`src/rtl/regfile_access_sequencer_if.sv`:
```
// Fetch, register-file access and OUT-consumer signals of the register file access sequencer.
interface regfile_access_sequencer_if #(
    parameter int unsigned DATA_WIDTH = 8,
    parameter int unsigned SEL_WIDTH  = 2
);
    logic                  instr_valid;
    logic [DATA_WIDTH-1:0] instr_data;
    logic                  instr_ready;
    logic                  register_enable;
    logic                  read_write;
    logic [SEL_WIDTH-1:0]  register_select_destination;
    logic [SEL_WIDTH-1:0]  register_select_source;
    logic                  direct_immediate;
    logic [DATA_WIDTH-1:0] data_bus_out;
    logic [DATA_WIDTH-1:0] data_bus_in;
    logic                  out_valid;
    logic [DATA_WIDTH-1:0] out_data;
    logic                  out_ready;

    // master is the sequencer side
    modport master (
        input  instr_valid, instr_data, data_bus_in, out_ready,
        output instr_ready, register_enable, read_write, register_select_destination,
               register_select_source, direct_immediate, data_bus_out, out_valid, out_data
    );

    modport slave (
        output instr_valid, instr_data, data_bus_in, out_ready,
        input  instr_ready, register_enable, read_write, register_select_destination,
               register_select_source, direct_immediate, data_bus_out, out_valid, out_data
    );
endinterface

```
`src/rtl/regfile_access_sequencer.sv`:
```
// Instruction sequencer driving the register file access port (read, capture, add, write back).
// Define SEQ_SUB_EN to enable opcode 0x6 SUB rd,rs; otherwise 0x6 is illegal.
module regfile_access_sequencer #(
    parameter int unsigned DATA_WIDTH   = 8,
    parameter int unsigned SEL_WIDTH    = 2,
    parameter int unsigned READ_LATENCY = 1
) (
    input  logic                       clk,
    input  logic                       rst_n,
    regfile_access_sequencer_if.master bus,
    output logic                       flag_z,
    output logic                       flag_c,
    output logic                       done,
    output logic                       illegal
);
    localparam int unsigned OP_W  = 4;
    localparam int unsigned CNT_W = 2;
    localparam int unsigned SUM_W = DATA_WIDTH + 1;

    localparam logic [OP_W-1:0] OP_NOP  = 4'h0;
    localparam logic [OP_W-1:0] OP_MOV  = 4'h1;
    localparam logic [OP_W-1:0] OP_LDI  = 4'h2;
    localparam logic [OP_W-1:0] OP_ADD  = 4'h3;
    localparam logic [OP_W-1:0] OP_ADDI = 4'h4;
    localparam logic [OP_W-1:0] OP_OUT  = 4'h5;
    localparam logic [OP_W-1:0] OP_SUB  = 4'h6;

`ifdef SEQ_SUB_EN
    localparam bit SUB_EN = 1'b1;
`else
    localparam bit SUB_EN = 1'b0;
`endif

    typedef enum logic [2:0] {
        IDLE, IMM, RD_A, CAP_A, RD_B, CAP_B, WRITE, OUT
    } state_t;

    state_t state, state_nxt;

    logic [CNT_W-1:0]      cnt;
    logic [OP_W-1:0]       op_q;
    logic [SEL_WIDTH-1:0]  rd_q, rs_q;
    logic [DATA_WIDTH-1:0] imm_q, a_q, b_q;
    logic                  done_q;

    logic                  accept_c, cap_last_c, is_sub_c, legal_c, out_fire_c;
    logic [OP_W-1:0]       op_c;
    logic [SEL_WIDTH-1:0]  rd_c, rs_c;
    logic [DATA_WIDTH-1:0] a_c, b_c, imm_c;
    logic [SUM_W-1:0]      result_c;

    logic                  instr_ready_nxt, register_enable_nxt, read_write_nxt;
    logic [SEL_WIDTH-1:0]  sel_dst_nxt, sel_src_nxt;
    logic [DATA_WIDTH-1:0] data_bus_out_nxt, out_data_nxt;
    logic                  out_valid_nxt, flag_z_nxt, flag_c_nxt, done_nxt, illegal_nxt;

    // In IDLE the fields come straight off the bus so the first strobe can be registered on accept
    assign accept_c   = bus.instr_valid && bus.instr_ready;
    assign cap_last_c = (cnt == CNT_W'(READ_LATENCY - 1));
    assign op_c       = (state == IDLE) ? bus.instr_data[DATA_WIDTH-1 -: OP_W] : op_q;
    assign rd_c       = (state == IDLE) ? bus.instr_data[2*SEL_WIDTH-1 : SEL_WIDTH] : rd_q;
    assign rs_c       = (state == IDLE) ? bus.instr_data[SEL_WIDTH-1:0] : rs_q;
    assign is_sub_c   = SUB_EN && (op_c == OP_SUB);
    assign legal_c    = (op_c <= OP_OUT) || is_sub_c;
    assign out_fire_c = (state == OUT) && bus.out_ready;

    // Operands bypass their capture registers on the edge that loads them
    assign a_c   = (state == CAP_A) ? bus.data_bus_in : a_q;
    assign b_c   = (state == CAP_B) ? bus.data_bus_in : b_q;
    assign imm_c = (state == IMM)   ? bus.instr_data  : imm_q;

    // OUT completes combinationally on the consumer handshake
    assign done = done_q | out_fire_c;
    assign bus.direct_immediate = 1'b0;

    always_ff @(posedge clk) begin
        if (!rst_n) begin
            state <= IDLE;
        end else begin
            state <= state_nxt;
        end
    end

    always_comb begin
        state_nxt = state;
        case (state)
            IDLE: begin
                if (accept_c) begin
                    if (op_c == OP_LDI || op_c == OP_ADDI) begin
                        state_nxt = IMM;
                    end else if (op_c == OP_MOV || op_c == OP_ADD || op_c == OP_OUT || is_sub_c) begin
                        state_nxt = RD_A;
                    end
                end
            end
            IMM:   if (bus.instr_valid) state_nxt = (op_c == OP_LDI) ? WRITE : RD_B;
            RD_A:  state_nxt = CAP_A;
            CAP_A: begin
                if (cap_last_c) begin
                    if (op_c == OP_MOV)      state_nxt = WRITE;
                    else if (op_c == OP_OUT) state_nxt = OUT;
                    else                     state_nxt = RD_B;
                end
            end
            RD_B:  state_nxt = CAP_B;
            CAP_B: if (cap_last_c) state_nxt = WRITE;
            WRITE: state_nxt = IDLE;
            OUT:   if (bus.out_ready) state_nxt = IDLE;
            default: state_nxt = IDLE;
        endcase
    end

    // Result is one bit wider than the data path; the top bit is carry (or borrow for SUB)
    always_comb begin
        result_c = '0;
        case (op_c)
            OP_MOV:  result_c = SUM_W'(a_c);
            OP_LDI:  result_c = SUM_W'(imm_c);
            OP_ADD:  result_c = SUM_W'(a_c) + SUM_W'(b_c);
            OP_ADDI: result_c = SUM_W'(b_c) + SUM_W'(imm_c);
            default: if (is_sub_c) result_c = SUM_W'(b_c) - SUM_W'(a_c);
        endcase
    end

    always_comb begin
        instr_ready_nxt     = (state_nxt == IDLE) || (state_nxt == IMM);
        register_enable_nxt = (state_nxt == RD_A) || (state_nxt == RD_B) || (state_nxt == WRITE);
        read_write_nxt      = (state_nxt == RD_A) || (state_nxt == RD_B);
        sel_dst_nxt         = bus.register_select_destination;
        sel_src_nxt         = bus.register_select_source;
        data_bus_out_nxt    = bus.data_bus_out;
        out_valid_nxt       = (state_nxt == OUT);
        out_data_nxt        = bus.out_data;
        flag_z_nxt          = flag_z;
        flag_c_nxt          = flag_c;
        done_nxt            = (state_nxt == WRITE) || ((state == IDLE) && accept_c && (op_c == OP_NOP));
        illegal_nxt         = (state == IDLE) && accept_c && !legal_c;

        case (state_nxt)
            RD_A:  sel_src_nxt = (op_c == OP_OUT) ? rd_c : rs_c;
            RD_B:  sel_src_nxt = rd_c;
            WRITE: begin
                sel_dst_nxt      = rd_c;
                data_bus_out_nxt = result_c[DATA_WIDTH-1:0];
                if (op_c == OP_ADD || op_c == OP_ADDI || is_sub_c) begin
                    flag_c_nxt = result_c[DATA_WIDTH];
                    flag_z_nxt = (result_c[DATA_WIDTH-1:0] == '0);
                end
            end
            OUT:   if (state == CAP_A) out_data_nxt = a_c;
            default: ;
        endcase
    end

    always_ff @(posedge clk) begin
        if (!rst_n) begin
            cnt                             <= '0;
            op_q                            <= '0;
            rd_q                            <= '0;
            rs_q                            <= '0;
            imm_q                           <= '0;
            a_q                             <= '0;
            b_q                             <= '0;
            done_q                          <= 1'b0;
            illegal                         <= 1'b0;
            flag_z                          <= 1'b0;
            flag_c                          <= 1'b0;
            bus.instr_ready                 <= 1'b1;
            bus.register_enable             <= 1'b0;
            bus.read_write                  <= 1'b0;
            bus.register_select_destination <= '0;
            bus.register_select_source      <= '0;
            bus.data_bus_out                <= '0;
            bus.out_valid                   <= 1'b0;
            bus.out_data                    <= '0;
        end else begin
            if ((state == IDLE) && accept_c) begin
                op_q <= op_c;
                rd_q <= rd_c;
                rs_q <= rs_c;
            end
            if ((state == IMM) && bus.instr_valid) imm_q <= bus.instr_data;
            if ((state == CAP_A) && cap_last_c)    a_q   <= bus.data_bus_in;
            if ((state == CAP_B) && cap_last_c)    b_q   <= bus.data_bus_in;
            if (((state == CAP_A) || (state == CAP_B)) && !cap_last_c) begin
                cnt <= cnt + CNT_W'(1);
            end else begin
                cnt <= '0;
            end
            done_q                          <= done_nxt;
            illegal                         <= illegal_nxt;
            flag_z                          <= flag_z_nxt;
            flag_c                          <= flag_c_nxt;
            bus.instr_ready                 <= instr_ready_nxt;
            bus.register_enable             <= register_enable_nxt;
            bus.read_write                  <= read_write_nxt;
            bus.register_select_destination <= sel_dst_nxt;
            bus.register_select_source      <= sel_src_nxt;
            bus.data_bus_out                <= data_bus_out_nxt;
            bus.out_valid                   <= out_valid_nxt;
            bus.out_data                    <= out_data_nxt;
        end
    end
endmodule

```
`src/flat_wrapper.sv`:
```
// flat-port wrapper written by rule: the top's interface ports become plain ports
module regfile_access_sequencer_flat 
#(
    parameter int unsigned DATA_WIDTH   = 8,
    parameter int unsigned SEL_WIDTH    = 2,
    parameter int unsigned READ_LATENCY = 1
)
  (clk, rst_n, flag_z, flag_c, done, illegal, bus_instr_valid, bus_instr_data, bus_data_bus_in, bus_out_ready, bus_instr_ready, bus_register_enable, bus_read_write, bus_register_select_destination, bus_register_select_source, bus_direct_immediate, bus_data_bus_out, bus_out_valid, bus_out_data);
  regfile_access_sequencer_if #(.DATA_WIDTH(DATA_WIDTH), .SEL_WIDTH(SEL_WIDTH)) bus_i ();
  input  logic clk;
  input  logic rst_n;
  output logic flag_z;
  output logic flag_c;
  output logic done;
  output logic illegal;
  input wire logic [$bits(bus_i.instr_valid)-1:0] bus_instr_valid;
  input wire logic [$bits(bus_i.instr_data)-1:0] bus_instr_data;
  input wire logic [$bits(bus_i.data_bus_in)-1:0] bus_data_bus_in;
  input wire logic [$bits(bus_i.out_ready)-1:0] bus_out_ready;
  output wire logic [$bits(bus_i.instr_ready)-1:0] bus_instr_ready;
  output wire logic [$bits(bus_i.register_enable)-1:0] bus_register_enable;
  output wire logic [$bits(bus_i.read_write)-1:0] bus_read_write;
  output wire logic [$bits(bus_i.register_select_destination)-1:0] bus_register_select_destination;
  output wire logic [$bits(bus_i.register_select_source)-1:0] bus_register_select_source;
  output wire logic [$bits(bus_i.direct_immediate)-1:0] bus_direct_immediate;
  output wire logic [$bits(bus_i.data_bus_out)-1:0] bus_data_bus_out;
  output wire logic [$bits(bus_i.out_valid)-1:0] bus_out_valid;
  output wire logic [$bits(bus_i.out_data)-1:0] bus_out_data;
  assign bus_i.instr_valid = bus_instr_valid;
  assign bus_i.instr_data = bus_instr_data;
  assign bus_i.data_bus_in = bus_data_bus_in;
  assign bus_i.out_ready = bus_out_ready;
  assign bus_instr_ready = bus_i.instr_ready;
  assign bus_register_enable = bus_i.register_enable;
  assign bus_read_write = bus_i.read_write;
  assign bus_register_select_destination = bus_i.register_select_destination;
  assign bus_register_select_source = bus_i.register_select_source;
  assign bus_direct_immediate = bus_i.direct_immediate;
  assign bus_data_bus_out = bus_i.data_bus_out;
  assign bus_out_valid = bus_i.out_valid;
  assign bus_out_data = bus_i.out_data;
  regfile_access_sequencer #(.DATA_WIDTH(DATA_WIDTH), .SEL_WIDTH(SEL_WIDTH), .READ_LATENCY(READ_LATENCY)) u_core (.clk(clk), .rst_n(rst_n), .bus(bus_i), .flag_z(flag_z), .flag_c(flag_c), .done(done), .illegal(illegal));
endmodule
```
`config.mk`:
```
export PLATFORM = sky130hd
export DESIGN_NAME = regfile_access_sequencer_flat
export DESIGN_NICKNAME = d
export VERILOG_FILES = /design/src/rtl/regfile_access_sequencer_if.sv /design/src/rtl/regfile_access_sequencer.sv /design/src/flat_wrapper.sv
export SDC_FILE = /design/constraint.sdc
export NUM_CORES = 1
export LEC_CHECK = 0
export CAP_MARGIN = 20
export CORE_ASPECT_RATIO = 1.4
export CORE_MARGIN = 3
export CORE_UTILIZATION = 30
export DETAILED_ROUTE_END_ITERATION = 10
export DONT_BUFFER_PORTS = 1
export GPL_TIMING_DRIVEN = 1
export PLACE_DENSITY = 0.42
export SYNTH_ARGS = -nofsm -noshare
export SYNTH_HDL_FRONTEND = slang
export SYNTH_SLANG_ARGS = --single-unit
```
`constraint.sdc`:
```
create_clock -name clk -period 3.85 [get_ports clk]
set_input_delay 0.1925 -clock clk [delete_from_list [all_inputs] [get_ports clk]]
set_output_delay 0.1925 -clock clk [all_outputs]
set_load 0.1 [all_outputs]
```
==> impl_metrics.py <==
metrics = {
    "routing": {
        "first_pass_iters": 5,
        "ant_nets": 0,
        "via_per_inst": 5.22,
        "drc": 0,
        "wirelength_microns": 11100,
        "drt_iter0_drc": 123,
        "wl_per_cell_microns": 18.5,
        "via_count": 3132,
    },
    "global_route": {
        "grt_max_degree": 56,
        "grt_usage_pct": 17.0,
        "gr-total-overflow": 0,
        "first_global_vias": 3112,
        "antenna_found_initial": 0,
        "grt_pass1_wl_microns": 17500,
    },
    "cts": {
        "htreeDepth": 3,
        "clockRootBuffer": "clkbuf_16",
        "cts.sinks": 65,
        "worstSkewPairLatency_ns": 0.33,
        "cts_tree": "yes",
        "cts_made_buffers": 9,
        "path_clk_slew_ns": 0.06,
        "cts_max_path_buffers": 2,
    },
    "setup_path": {
        "crit_fanout": 9,
        "cp.depth": 13,
        "arrival_ns": 3.69,
        "path_buf_inv": 1,
        "crit_path_start": "u_core.state[0]",
        "crit_top_cell": "mux2i_1",
        "worst_ep_required_time_ns": 4.11,
        "critPathTopFamily": "simple AND/OR/NAND/NOR gates",
        "cp_slowest_stage_delay_ns": 0.50,
        "endpoint": "u_core.flag_z",
        "worst_path_max_delay_cell": "dfxtp_1",
        "crit_chain": "nor3b_1 -> buf_4 -> mux2i_1 -> mux2i_1 -> ha_1 -> fa_1 -> a21o_1 -> a21oi_1 -> xor2_1 -> o221ai_1 -> nor4_1 -> nand4_1 -> o22ai_1",
        "worstReg2RegStart": "u_core.state[0]",
        "end_kind": "register",
        "cp-start-kind": "register",
        "reg2reg_to": "u_core.flag_z",
        "worstRegToRegCells": 13,
        "r2r_setup_slack_ns": 0.41,
        "path_class": "reg -> reg",
    },
    "timing": {
        "period_minus_slack_ns": 3.44,
        "setup_ws_ns": 0.414,
        "slew_violations": 0,
        "setup-tns-final_ns": 0,
        "clock_skew_ns": 0.00753,
        "slew_headroom_pct": 32.6,
        "max_freq_ghz": 0.291,
        "hold_viol": 0,
        "rsz0062_at_grt": "no",
        "period_share_pct": 89.2,
        "setup_viol": 0,
        "tightest_slew_ns": 1.01,
    },
    "power": {
        "powerDensity_nw_per_um2": 539,
        "power.leakage_nw": 1.69,
        "irDropWorstVdd_mv": 0.188,
    },
    "die": {
        "dieArea_sq_um": 13600,
        "die_h_microns": 137,
        "pin_count": 49,
        "die_w_microns": 99.4,
        "rows": 47,
        "coreArea_sq_um": 11900,
        "initial_core_util_pct": 30.8,
    },
    "synth": {
        "postSynthAreaPerCell_sq_um": 8.52,
        "synthFlopType": "dfxtp_1",
        "synth.yosys.seq_area_share_pct": 35.5,
        "synthCells": 430,
        "synth_edf_count": 0,
        "syn_nets": 460,
        "netlist.area_leader.share_pct": 35.5,
        "synth_most_common_cell": "nand2_1",
        "yosys.area.top_type": "dfxtp_1",
        "synth_cell_types": 67,
        "ys_top_cells_by_count": "nand2_1 (76), dfxtp_1 (65), mux2i_1 (48), a21oi_1 (38), nor2_1 (35)",
        "syn_area_sq_um": 3660,
        "synth_seq_cells": 65,
        "synth_area_leaders": "dfxtp_1 (36%), mux2i_1 (13%), nand2_1 (7.8%), a21oi_1 (5.2%), nor2_1 (3.6%)",
        "synthArstFlopShare_pct": 0,
        "yosysWarnings": 0,
    },
    "place": {
        "dp_hpwl_microns": 7900,
        "globalplace.congestion": 0.804,
        "numPlacedInstances": 567,
        "io_buffers": 0,
        "pre_cts_ws_ns": 0.409,
    },
    "min_path": {
        "worstHoldPathType": "in -> reg",
    },
    "final_layout": {
        "layout.nets": 478,
        "syn_to_final_growth_pct": 18.3,
        "final_layout_size_suffix_gt1_share_pct": 13.9,
        "final_cells": 600,
        "antenna_cells": 0,
        "nFillCells": 1209,
    },
    "job": {
        "cap_violations": 0,
    },
    "status": {
        "outcome": "finished, final reports clean",
    },
}
-- where the power goes --
part           switching (mW)  total (mW)  internal [mW]
Clock                   0.325       0.898          0.573
Sequential              0.171       0.893          0.722
Combinational           0.336       0.543          0.207
Total                   0.832        2.33           1.50
-- logic make-up after synthesis --
family          count (synthesis)  synth area share (%)
buf+inv                        35                  4.41
xor+xnor                        7                  1.67
simple gates                  164                  22.1
compound gates                 92                  17.0
fa+ha+maj                      10                  3.62
flops                          65                  35.5
mux                            56                  15.6
other cells                     1                 0.102
-- metrics by stage --
stage / hold slack, ns / util (%) / cell area, sq um / power, mW
floorplan: 0.328 / - / 3660 / 1.29
global placement: 0.310 / 32.3 / 3840 / 1.43
detailed placement: 0.305 / 32.3 / 3840 / 1.43
CTS: 0.000381 / 36.5 / 4330 / 2.37
global route: 0.0235 / 36.5 / 4330 / 2.45
finish: 0.0129 / 36.5 / 4330 / 2.33
-- worst reg2reg max path, delay by kind of cell (launching register included) --
| kind | cells | cell delay (ns) |
|---|---|---|
| AND/OR/NAND/NOR | 3 | 0.70 |
| adder cells (fa/ha/maj) | 2 | 0.69 |
| AO/OA/AOI/OAI | 4 | 0.63 |
| flip-flops | 1 | 0.50 |
| multiplexers | 2 | 0.43 |
| buffers and inverters | 1 | 0.22 |
| XOR/XNOR | 1 | 0.18 |
-- layer usage --
layer	vias up	share of wire (%)	global-route usage, %	wire length, microns
met3	18	3.6	3.42	398
met5	-	0	0	0
li1	1573	-	-	-
met4	0	2.8	7.21	312
met1	1486	41	20.0	4580
met2	55	52	29.9	5810
-- sequential cells by signal, summed over array words and instances (netlist names), 3 cells and up --
signal / cells
u_core.a_q: 8
u_core.bus.out_data: 8
u_core.bus.data_bus_out: 8
u_core.state: 3
u_core.b_q: 8
u_core.op_q: 4
u_core.imm_q: 8
-- cell usage in the layout (no fill, tap or decap), drive strengths merged, types with 4 or more instances in the layout --
master       Yosys  layout
nor2            36      36
o21ai           15      15
nor3b            4       4
dfxtp           65      65
buf             12      15
o22ai            4       4
a21oi           38      38
inv             10      13
nand3            8       8
or2              5       5
a211oi           5       5
mux2i           48      48
or3b             4       4
nand2           76      76
o221ai           5       5
xnor2            4       4
mux2             8       8
clkbuf          13       9
nor3             6       6
nor2b            5       5
ha               9       9
dlygate4sd3      0      17
-- layout make-up --
cell class	count	area [sq um]	share of cell area, %
clock inverters	7	101	2.34
inverters	10	37.5	0.866
flip-flops and latches	65	1300	30.0
clock buffers	9	225	5.20
repair buffers	32	283	6.53
well taps	147	184	4.24
multi-input cells	330	2200	50.8
-- worst min-delay path by stage --
stage | from | endpoint | slack, ns | cells past startpoint
3_3_place_gp | rst_n | u_core.bus.instr_ready | 0.31 | 1
6_report | bus_data_bus_in[4] | u_core.bus.out_data[4] | 0.01 | 2
5_1_grt | bus_data_bus_in[7] | u_core.bus.out_data[7] | 0.02 | 2
2_1_floorplan | bus_data_bus_in[0] | u_core.b_q[0] | 0.33 | 2
3_5_place_dp | rst_n | u_core.bus.instr_ready | 0.31 | 1
4_1_cts | bus_data_bus_in[4] | u_core.bus.out_data[4] | 0.0004 | 2
-- what timing repair did --
item / in CTS / in global routing
endpoints found under the hold margin: 39 / 0
hold buffers: 17 / 0
endpoints found under the setup margin: 0 / 0
buffers inserted: 0 / 0
resized for setup: 0 / 0
No activity file was read; power rests on OpenSTA's default activity.
